--- src/rtl/uart_transmitter_pkg.sv ---
// Shared UART definitions: state encoding, bit/hold timing and parity sense.
// UART_TX_PARITY_EN: when defined, the parity stage and its configuration are available.
package uart_transmitter_pkg;

    typedef enum logic [2:0] {
        ST_IDLE   = 3'd0,
        ST_SYNC   = 3'd1,
        ST_START  = 3'd2,
        ST_DATA   = 3'd3,
        ST_PARITY = 3'd4,
        ST_STOP   = 3'd5,
        ST_DONE   = 3'd6
    } tx_state_t;

    localparam int unsigned TICKS_PER_BIT = 8;
    localparam int unsigned HOLD_CYCLES   = 8;

`ifdef UART_TX_PARITY_EN
    // 0 = even parity, 1 = odd parity
    localparam bit PARITY_ODD = 1'b0;
`endif

endpackage

--- src/rtl/uart_tick_edge.sv ---
// Brings the 8x-baud square wave into the clock domain and emits a
// one-clock tick on each of its rising edges.
module uart_tick_edge (
    input  logic clock,
    input  logic resetn,
    input  logic baud_clkx8,
    output logic tick
);

    logic d;
    logic d1;

    always_ff @(posedge clock or negedge resetn) begin
        if (!resetn) begin
            d  <= 1'b0;
            d1 <= 1'b0;
        end else begin
            d  <= baud_clkx8;
            d1 <= d;
        end
    end

    assign tick = d & ~d1;

endmodule

--- src/rtl/uart_transmitter.sv ---
// UART transmitter: start bit, data_width data bits LSB first, optional parity, stop bit.
// Define UART_TX_PARITY_EN to insert a parity bit after the data bits.
module uart_transmitter
    import uart_transmitter_pkg::*;
#(
    parameter int unsigned data_width = 8
) (
    input  logic                  clock,
    input  logic                  resetn,
    input  logic                  baud_clkx8,
    input  logic                  tx_start,
    input  logic [data_width-1:0] data_in,
    output logic                  Tx_out,
    output logic                  tx_busy,
    output logic                  one_data_sent
);

    localparam int unsigned     BCW       = $clog2(data_width + 1);
    localparam logic [BCW-1:0]  LAST_BIT  = BCW'(data_width);
    localparam logic [2:0]      TICK_LAST = 3'(TICKS_PER_BIT - 1);
    localparam logic [2:0]      HOLD_LAST = 3'(HOLD_CYCLES - 1);

    tx_state_t             state, state_d;
    logic                  tx_d, busy_d, sent_d;
    logic [data_width-1:0] shreg, shreg_d;
    logic [2:0]            tick_cnt, tick_cnt_d;
    logic [BCW-1:0]        bit_cnt, bit_cnt_d;
    logic [2:0]            hold_cnt, hold_cnt_d;
    logic                  tick;
    logic                  last_tick;
`ifdef UART_TX_PARITY_EN
    logic                  parity, parity_d;
`endif

    uart_tick_edge u_tick_edge (
        .clock      (clock),
        .resetn     (resetn),
        .baud_clkx8 (baud_clkx8),
        .tick       (tick)
    );

    assign last_tick = tick && (tick_cnt == TICK_LAST);

    always_ff @(posedge clock or negedge resetn) begin
        if (!resetn) begin
            state         <= ST_IDLE;
            Tx_out        <= 1'b1;
            tx_busy       <= 1'b0;
            one_data_sent <= 1'b0;
            shreg         <= '0;
            tick_cnt      <= '0;
            bit_cnt       <= '0;
            hold_cnt      <= '0;
`ifdef UART_TX_PARITY_EN
            parity        <= 1'b0;
`endif
        end else begin
            state         <= state_d;
            Tx_out        <= tx_d;
            tx_busy       <= busy_d;
            one_data_sent <= sent_d;
            shreg         <= shreg_d;
            tick_cnt      <= tick_cnt_d;
            bit_cnt       <= bit_cnt_d;
            hold_cnt      <= hold_cnt_d;
`ifdef UART_TX_PARITY_EN
            parity        <= parity_d;
`endif
        end
    end

    // The tick that moves SYNC to START is not counted; each bit then spans 8 further ticks.
    always_comb begin
        state_d    = state;
        tx_d       = Tx_out;
        busy_d     = tx_busy;
        sent_d     = one_data_sent;
        shreg_d    = shreg;
        tick_cnt_d = tick_cnt;
        bit_cnt_d  = bit_cnt;
        hold_cnt_d = hold_cnt;
`ifdef UART_TX_PARITY_EN
        parity_d   = parity;
`endif
        if (tick && state inside {ST_START, ST_DATA, ST_PARITY, ST_STOP}) begin
            tick_cnt_d = tick_cnt + 3'd1;
        end

        case (state)
            ST_IDLE: begin
                tx_d = 1'b1;
                if (tx_start) begin
                    shreg_d  = data_in;
                    busy_d   = 1'b1;
`ifdef UART_TX_PARITY_EN
                    parity_d = (^data_in) ^ PARITY_ODD;
`endif
                    state_d  = ST_SYNC;
                end
            end
            ST_SYNC: begin
                if (tick) begin
                    tx_d       = 1'b0;
                    tick_cnt_d = '0;
                    state_d    = ST_START;
                end
            end
            ST_START: begin
                if (last_tick) begin
                    tx_d      = shreg[0];
                    shreg_d   = shreg >> 1;
                    bit_cnt_d = BCW'(1);
                    state_d   = ST_DATA;
                end
            end
            ST_DATA: begin
                if (last_tick) begin
                    if (bit_cnt < LAST_BIT) begin
                        tx_d      = shreg[0];
                        shreg_d   = shreg >> 1;
                        bit_cnt_d = bit_cnt + BCW'(1);
                    end else begin
`ifdef UART_TX_PARITY_EN
                        tx_d    = parity;
                        state_d = ST_PARITY;
`else
                        tx_d    = 1'b1;
                        state_d = ST_STOP;
`endif
                    end
                end
            end
`ifdef UART_TX_PARITY_EN
            ST_PARITY: begin
                if (last_tick) begin
                    tx_d    = 1'b1;
                    state_d = ST_STOP;
                end
            end
`endif
            ST_STOP: begin
                tx_d = 1'b1;
                if (last_tick) begin
                    sent_d     = 1'b1;
                    hold_cnt_d = '0;
                    state_d    = ST_DONE;
                end
            end
            ST_DONE: begin
                if (hold_cnt == HOLD_LAST) begin
                    sent_d  = 1'b0;
                    busy_d  = 1'b0;
                    state_d = ST_IDLE;
                end else begin
                    hold_cnt_d = hold_cnt + 3'd1;
                end
            end
            default: begin
                tx_d    = 1'b1;
                state_d = ST_IDLE;
            end
        endcase
    end

endmodule
--- config.mk ---
export PLATFORM = sky130hd
export DESIGN_NAME = uart_transmitter
export DESIGN_NICKNAME = d
export VERILOG_FILES = /design/src/rtl/uart_transmitter_pkg.sv /design/src/rtl/uart_tick_edge.sv /design/src/rtl/uart_transmitter.sv
export SDC_FILE = /design/constraint.sdc
export NUM_CORES = 1
export LEC_CHECK = 0
export CAP_MARGIN = 20
export CELL_PAD_IN_SITES_DETAIL_PLACEMENT = 1
export CELL_PAD_IN_SITES_GLOBAL_PLACEMENT = 1
export CORE_ASPECT_RATIO = 1.2
export CORE_MARGIN = 2
export CORE_UTILIZATION = 47
export CTS_CLUSTER_SIZE = 20
export DETAILED_ROUTE_END_ITERATION = 7
export PLACE_DENSITY = 0.91
export SKIP_LAST_GASP = 1
export SLEW_MARGIN = 40
export SYNTH_ARGS = -nofsm -noshare
export SYNTH_HDL_FRONTEND = slang
export SYNTH_SLANG_ARGS = --single-unit
--- constraint.sdc ---
create_clock -name clock -period 4.2 [get_ports clock]
set_clock_uncertainty 0.15 [all_clocks]
set_input_delay 0.63 -clock clock [delete_from_list [all_inputs] [get_ports clock]]
set_output_delay 0.63 -clock clock [all_outputs]
set_load 0.005 [all_outputs]
### Word-level counts from Yosys, hierarchy flattened

Index checks and enable logic that the tools add are counted.

| word-level totals | value |
|---|---|
| output and inout port bits | 3 |
| input port bits | 12 |
| word-level logic and storage cells | 82 |
| register bits after elaboration | 26 |

| operators by class | value |
|---|---|
| add/sub/neg operators | 3 |
| order comparisons | 1 |
| bitwise logic cells | 3 |
| mux-type cells | 33 |
| reduce and logical (&&, ||, !) cells | 15 |
| equality and inequality tests | 17 |

Operator list:

| operator | count |
|---|---|
| $mux 3 | 12 |
| $mux 8 | 4 |
| $pmux 8 s3 | 1 |
| $pmux 3 s6 | 1 |
| $ne 2x2->1 const B | 8 |
| $eq 3x3->1 const B | 5 |
| $mux 4 | 3 |
| $reduce_and 3->1 | 3 |
| $pmux 4 s2 | 1 |
| $reduce_and 4->1 | 2 |
| $mux 1 | 7 |
| $reduce_and 7->1 | 1 |
| $add 3x1->3 const B | 2 |
| $eq 3x2->1 const B | 2 |
| $pmux 3 s2 | 1 |
| $reduce_bool 2->1 | 3 |
| $reduce_and 5->1 | 1 |
| $add 4x1->4 const B | 1 |
| $lt 4x4->1 const B | 1 |
| $pmux 1 s2 | 2 |
| $pmux 1 s4 | 1 |
| $reduce_bool 4->1 | 1 |
| $eq 3x1->1 const B | 1 |
| $logic_not 3->1 | 1 |
| 5 further kinds | 7 |

### Logic depth before layout (Yosys ltp)

Gate-level depths: netlist (run 1).

| logic depth | value |
|---|---|
| depth after elaboration | 6 |
| depth in mapped cells | 7 |
| depth with buffers taken out | 6 |

### By module

A second synthesis (run 1) with hierarchy kept.

| unflattened totals | value |
|---|---|
| cells, all modules | 142 |
| area total of the unflattened synthesis | 1480.2 um^2 |

By module, submodules not included:

| module | sequential area each (um^2) | times used | area each (um^2) | cells each |
|---|---|---|---|---|
| uart_transmitter | 601.8 | 1 | 1416.4 | 139 |
| uart_tick_edge | 50.0 | 1 | 63.8 | 3 |

### Least setup slack after synthesis (run 1)

No wires, ideal clock.

| timing path | value |
|---|---|
| kind | register to register |
| from | register tick_cnt[0] |
| to | register state[0] |
| cell stages (with the launch flop) | 8 |
| period minus slack after synthesis | 1956 ps |
| library setup time | 125 ps |
| required time | 3925 ps |
| arrival | 1682 ps |
| slack | 2244 ps |
| buffers on the path | 1 |
| path through | dfrtp_1 -> ha_1 -> ha_1 -> and3b_1 -> clkbuf_1 -> o32ai_2 -> nor3b_2 -> mux2_2 |

| between the ends | value |
|---|---|
| longest elaborated chain between the ends | 4 |
| elaborated cells between the ends (all ways) | 6 |
| those cells by class | eq/ne (4); reduce/logical (2) |

RTL lines:

| element | line | source |
|---|---|---|
| from (decl) | uart_transmitter.sv:26 | `logic [2:0] tick_cnt, tick_cnt_d;` |
| from (signal assigned) | uart_transmitter.sv:63 | `tick_cnt <= tick_cnt_d;` |
| $eq 3x3->1 * | uart_transmitter.sv:42 | `assign last_tick = tick && (tick_cnt == TICK_LAST);` |
| $logic_and 1x1->1 * | uart_transmitter.sv:42 |  |
| $ne 2x2->1 (no source line) | n/a |  |
| $reduce_and 7->1 (no source line) * | n/a |  |
| to (signal assigned) | uart_transmitter.sv:58 | `state <= state_d;` |
| to (decl) | uart_transmitter.sv:23 | `tx_state_t state, state_d;` |

Mark *: on every way between the ends. The rest lies on a longest branch, timed or not.
A chain may end at the register's enable or synchronous reset.

### Worst setup path after layout (run 1)

| timing path | value |
|---|---|
| from | register state[1] |
| to | register shreg[0] |

| between the ends | value |
|---|---|
| longest elaborated chain between the ends | 3 |
| elaborated cells between the ends (all ways) | 10 |
| those cells by class | eq/ne (6); mux (1); reduce/logical (3) |

RTL lines:

| element | line | source |
|---|---|---|
| $eq 3x2->1 / $logic_not 3->1 (equally long branches) | uart_transmitter.sv:89 | `case (state)` |
| $ne 2x1->1 (no source line), or another cell as far along | n/a |  |
| $reduce_and 5->1 (no source line) | n/a |  |
| to (signal assigned) | uart_transmitter.sv:62 | `shreg <= shreg_d;` |
| to (decl) | uart_transmitter.sv:25 | `logic [data_width-1:0] shreg, shreg_d;` |

Several ways; a longest one is shown, not always the timed one.

==> metrics.yaml, run 1 <==
status: "complete, no violations"
drt_iter0_drc: 26
finalPower_uw: 1080
grt_pass1_wl_microns: 5880
ys_async_sr_fraction_pct: 100
htreeDepth: 1
synthCells: 138
die_h_microns: 64.6
p_seq_share_pct: 44.0
powerDensity_nw_per_um2: 670
holdWs_ps: 351
fp.coreArea_sq_um: 3000
netlist_top_cells_count: "dfrtp_1 (25), nand2_1 (11), o21ai_0 (9)"
drcViolationCount: 0
yosys_warnings: 0
synth_seq_cells: 26
fin_util_pct: 53.8
wl_per_cell_microns: 18.3
fp-row-count: 22
crit_family: "simple AND/OR/NAND/NOR gates"
io_pins: 15
antenna_left: 0
detailed_place_hpwl_microns: 2440
cts_tree: "yes"
drv_cap: 0
synth_top_area_cell: "dfrtp_1"
cts_hold_buf: 0
path_buf_inv: 0
netlist_area_sq_um: 1440
n_antenna_cell: 0
ir_drop_v: 0.000366
relSlewSlack_pct: 50.3
start_util_pct: 47.9
min_to: "u_tick_edge.d1"
layout-drive-gt1-share_pct: 10.1
crit_slowest_cell: "dfrtp_1"
max_stage_delay_ps: 770
endpoint_kind: "flip-flop"
port_buffers: 14
finalHoldViolCount: 0
wl_microns: 3380
first_pass_iters: 4
yosys.area.top_type_share_pct: 43.6
p_leak_uw: 0.000669
worstSetupPathType: "flip-flop to flip-flop"
synth.most_common_cell: "dfrtp_1"
dp.cells: 181
numCtsBuffers: 3
synth.area.top_cells: "dfrtp_1 (44%), ha_1 (4.4%), a2bb2oi_1 (4.3%)"
routabilityCongestion: 0.802
rsz0062_at_grt: "false"
p_switching_uw: 443
path_cells: "nor2b_2 -> nand2_1 -> o22ai_1 -> a2bb2oi_1"
reg2reg_slack_ps: 1950
crit_required_ps: 4280
fill_cells: 330
track_usage_pct: 23.1
worstReg2RegEnd: "shreg[0]"
synth_fp_nets: 155
period_needed_ps: 2250
layout.cells.non_filler: 185
holdCritPathClass: "flip-flop to flip-flop"
synth_area_per_cell_sq_um: 10.4
dieArea_sq_um: 3520
synth_edf_count: 0
critPathLaunchType: "flip-flop"
area_growth_pct: 12.5
r2r_cells: 4
path_clk_slew_ps: 140
grt_max_degree: 27
nets: 167
min_path_cells: 0
synth.distinct_cells: 42
cts_resized: 0
cts_sinks: 26
post_cts_buffers: 0
antenna_found_initial: 0
yosysSeqAreaShare_pct: 45.4
overflow: 0
path_max_fanout: 22
r2r-start: "state[1]"
vias: 1154
power_frac_comb_pct: 45.4
cts_buffer_depth: 2
clock_latency_ps: 340
routed_via_density: 6.24
cp.arrival_ps: 2330
setup_viol: 0
tns_ps: 0
fmax_mhz: 445
root_buffer: "clkbuf_4"
p_int_uw: 640
period_share_pct: 53.6
worst_pin_slew_ps: 745
hp-start: "u_tick_edge.d"
dieWidth_microns: 54.5
drv_slew: 0
p_clk_share_pct: 10.6
synthFlopType: "dfrtp_1"
switching_share_pct: 40.9
first_global_vias: 1269
layer usage:
layer	global-route usage, %	routed length [microns]	vias to the layer above	part of all wire, %
met2	37.5	1770	14	52
li1	-	-	540	-
met3	3.69	78	9	2.3
met4	11.3	88	0	2.6
met5	0	0	-	0
met1	29.1	1450	591	43
cells in the final DEF (no fill, tap or decap), types with 2 or more instances in the layout:
cell,netlist,final
or3_1,2,2
a32o_1,2,2
mux2_2,3,3
nand3_1,4,4
mux2i_1,2,2
a22o_1,4,4
nor2_1,7,7
nand2b_1,3,3
o311ai_0,2,2
clkbuf_4,0,3
o22ai_1,7,7
a21oi_1,6,6
nand2_1,11,11
a31oi_1,2,2
o21ai_0,9,9
nand3b_1,2,2
nor2b_1,3,2
ha_1,5,5
dfrtp_1,25,25
a2bb2oi_1,7,7
inv_1,5,5
clkdlybuf4s50_1,0,14
worst max path at each step:
stage	start	to	slack, ps	cells past startpoint
floorplan	tick_cnt[0]	state[0]	2240	7
global placement	state[1]	bit_cnt[2]	1860	4
detailed placement	state[1]	shreg[1]	1730	4
CTS	state[1]	bit_cnt[2]	1710	4
global route	state[1]	bit_cnt[2]	1710	4
finish	state[1]	shreg[0]	1950	4
power by group through the flow:
stage / clock network [uW] / registers [uW] / logic, uW
detailed placement: 0 / 479 / 498
finish: 115 / 476 / 492
global placement: 0 / 465 / 452
CTS: 120 / 475 / 496
global route: 126 / 493 / 551
floorplan: 0 / 406 / 441
flip-flops by register name (all words and copies together) (netlist names), 3 cells and up, named ones only:
register	flops
bit_cnt	4
shreg	8
state	3
hold_cnt	3
cell families after synthesis:
family                   share of synthesized area (%)
AO/OA/AOI/OAI                                     26.7
AND/OR/NAND/NOR                                   14.9
flip-flops                                        45.4
buffers and inverters                             4.27
multiplexers                                      3.75
adder cells (fa/ha/maj)                           4.36
XOR/XNOR                                         0.610
stage by stage:
stage,setup WS [ps],cell area [sq um]
floorplan,2240,1440
global placement,1860,1590
detailed placement,1730,1590
CTS,1710,1610
global route,1710,1620
finish,1950,1620
worst reg2reg max path, delay by kind of cell, from the launching register on:
kind	cells	cell delay, ps
AO/OA/AOI/OAI	2	340
flip-flops	1	770
AND/OR/NAND/NOR	2	890
layout make-up:
class,count,area [sq um],area share (%)
clock buffer,4,26.3,1.63
timing repair buffer,15,148,9.14
inverter,5,18.8,1.16
tap,36,45.0,2.79
multi-input combinational,99,726,44.9
sequential,26,652,40.4
No activity file was read; power rests on OpenSTA's default activity.
==> run 2: changes to the inputs <==
Settings changed: CORE_UTILIZATION 47 to 43, PLACE_DENSITY 0.91 to 0.85.
Clock period 4.2 ns to 2.2 ns, I/O delays scaled along.
==> run 2 against run 1 <==
Setup slack got worse by 1900 ps. Routed wire length rose by 6.7%. Fmax rose by 5.0%. Cell area rose by 6.0%. Worst hold slack got worse by 80 ps. Via count rose by 2.3%. First-iteration DRC count fell by 35%. Clock power rose to 3.5 times the previous value.
==> metrics.yaml, run 2 (synthesis gave the netlist of run 1 again) <==
track_usage_pct: 20.8  # was 23.1%
clock_latency_ps: 270  # was 340 ps
crit_family: "simple AND/OR/NAND/NOR gates"  # unchanged
wl_microns: 3600  # was 3380 microns
first_global_vias: 1320  # was 1269
period_share_pct: 97.4  # was 53.6%
p_switching_uw: 887  # was 443 uW
numCtsBuffers: 3  # unchanged
max_stage_delay_ps: 370  # was 770 ps
fill_cells: 359  # was 330
antenna_left: 0  # unchanged
fp.coreArea_sq_um: 3280  # was 3000 sq um
wl_per_cell_microns: 18.8  # was 18.3 microns
powerDensity_nw_per_um2: 1360  # was 670 nW/um^2
root_buffer: "clkbuf_8"  # was clkbuf_4
holdCritPathClass: "input port to async pin"  # was flip-flop to flip-flop
largest_register_ffs: 8  # unchanged
drt_iter0_drc: 17  # was 26
relSlewSlack_pct: 67.7  # was 50.3%
routed_via_density: 6.15  # was 6.24
die_h_microns: 67.3  # was 64.6 microns
crit_required_ps: 2210  # was 4280 ps
vias: 1180  # was 1154
reg2reg_slack_ps: 60  # was 1950 ps
path_clk_slew_ps: 100  # was 140 ps
p_leak_uw: 0.000717  # was 0.000669 uW
port_buffers: 14  # unchanged
fmax_mhz: 467  # was 445 MHz
drcViolationCount: 0  # unchanged
grt_pass1_wl_microns: 6130  # was 5880 microns
cts_buffer_depth: 2  # unchanged
critPathLaunchType: "flip-flop"  # unchanged
multiInputGateArea_sq_um: 732  # was 726 sq um
final_common_cell: "dfrtp_1"  # unchanged
worstSetupPathType: "flip-flop to flip-flop"  # unchanged
nets: 173  # was 167
drv_slew: 0  # unchanged
dieArea_sq_um: 3820  # was 3520 sq um
worstReg2RegEnd: "state[0]"  # was shreg[0]
grt_max_degree: 27  # unchanged
tns_ps: 0  # unchanged
endpoint_kind: "flip-flop"  # unchanged
switching_share_pct: 38.0  # was 40.9%
cts_hold_buf: 0  # unchanged
reg_top3: "shreg x8, bit_cnt x4"  # unchanged
p_int_uw: 1450  # was 640 uW
fp-row-count: 23  # was 22
worst_pin_slew_ps: 484  # was 745 ps
top_register: "shreg"  # unchanged
n_antenna_cell: 0  # unchanged
power_frac_comb_pct: 45.8  # was 45.4%
post_cts_buffers: 0  # unchanged
path_buf_inv: 0  # unchanged
io_pins: 15  # unchanged
detailed_place_hpwl_microns: 2520  # was 2440 microns
start_util_pct: 43.8  # was 47.9%
ir_drop_v: 0.000593  # was 0.000366 V
crit_slowest_cell: "dfrtp_1"  # unchanged
layout-drive-gt1-share_pct: 14.2  # was 10.1%
setup_slack_ps: 56.6  # was 1950 ps
r2r_cells: 6  # was 4
regArea_sq_um: 652  # unchanged
path_max_fanout: 4  # was 22
drv_cap: 0  # unchanged
htreeDepth: 1  # unchanged
first_pass_iters: 4  # unchanged
setup_viol: 0  # unchanged
period_needed_ps: 2140  # was 2250 ps
r2r-start: "hold_cnt[0]"  # was state[1]
p_clk_share_pct: 17.1  # was 10.6%
dieWidth_microns: 56.8  # was 54.5 microns
antenna_found_initial: 0  # unchanged
path_cells: "ha_1 -> ha_2 -> and4bb_2 -> a31oi_1 -> nor3b_4 -> mux2_2"  # was nor2b_2 -> nand2_1 -> o22ai_1 -> a2bb2oi_1
cts_tree: "yes"  # unchanged
area_growth_pct: 19.3  # was 12.5%
place_ws_ps: 114  # was 1730 ps
finalHoldViolCount: 0  # unchanged
p_seq_share_pct: 37.1  # was 44.0%
overflow: 0  # unchanged
routabilityCongestion: 0.809  # was 0.802
final_cell_mix: "dfrtp_1 (25), clkdlybuf4s50_1 (14), nand2_1 (11)"  # unchanged
status: "complete, no violations"  # unchanged
cp.arrival_ps: 2150  # was 2330 ps
cts_sinks: 26  # unchanged
[run 2: metrics by stage]
| stage | utilization [%] | total power (uW) | area [sq um] | hold slack [ps] | cells |
|---|---|---|---|---|---|
| 2_1_floorplan | - | 1620 | 1440 | -116 | 138 |
| 3_3_place_gp | 49.8 | 1820 | 1630 | 304 | 188 |
| 3_5_place_dp | 49.8 | 1910 | 1630 | 327 | 188 |
| 4_1_cts | 51.9 | 2320 | 1700 | 283 | 192 |
| 5_1_grt | 52.2 | 2490 | 1710 | 298 | 192 |
| 6_report | 52.2 | 2330 | 1710 | 271 | 192 |
[run 2: worst reg2reg max path: cells and delay by family (launching register included)]
kind,cells,cell delay (ps)
AOI/OAI and AO/OA,1,220
muxes,1,360
and+or+nand+nor,2,550
adders and majority gates,2,380
DFF,1,370
[run 2: repair_timing]
| item | in CTS | in global routing |
|---|---|---|
| setup endpoints to repair | 0 | 2 |
| endpoints found under the hold margin | 0 | 0 |
| gates resized for setup | 0 | 2 |
[run 2: power groups by stage]
stage                     Sequential (uW)  Clock (uW)  Combinational (uW)
after floorplan                       775           0                 842
after global routing                  893         419                1180
after detailed placement              879           0                1030
final                                 867         398                1070
after global placement                857           0                 965
after CTS                             867         406                1050
[run 2: final cells by class]
type | count | area share [%]
clock buffer | 3 | 2.41
inverter | 5 | 1.10
timing repair buffer | 21 | 11.2
tap | 37 | 2.70
clock inverter | 1 | 1.75
multi-input combinational | 99 | 42.7
sequential | 26 | 38.1
[run 2: layer usage]
layer  GRT usage [%]  vias up  share of wire [%]
met5               0        -                  0
met4            8.72        0                1.7
li1                -      553                  -
met2            38.5       16                 54
met3            3.26        8                1.7
met1            23.9      603                 42
[run 2: how the worst max path moves through the flow]
stage	end	from	depth (start not counted)	slack, ps
floorplan	state[0]	tick_cnt[0]	7	240
global placement	state[0]	hold_cnt[0]	6	210
detailed placement	state[0]	hold_cnt[0]	6	110
CTS	state[0]	hold_cnt[0]	6	40
global route	state[0]	hold_cnt[0]	6	-20
finish	state[0]	hold_cnt[0]	6	60
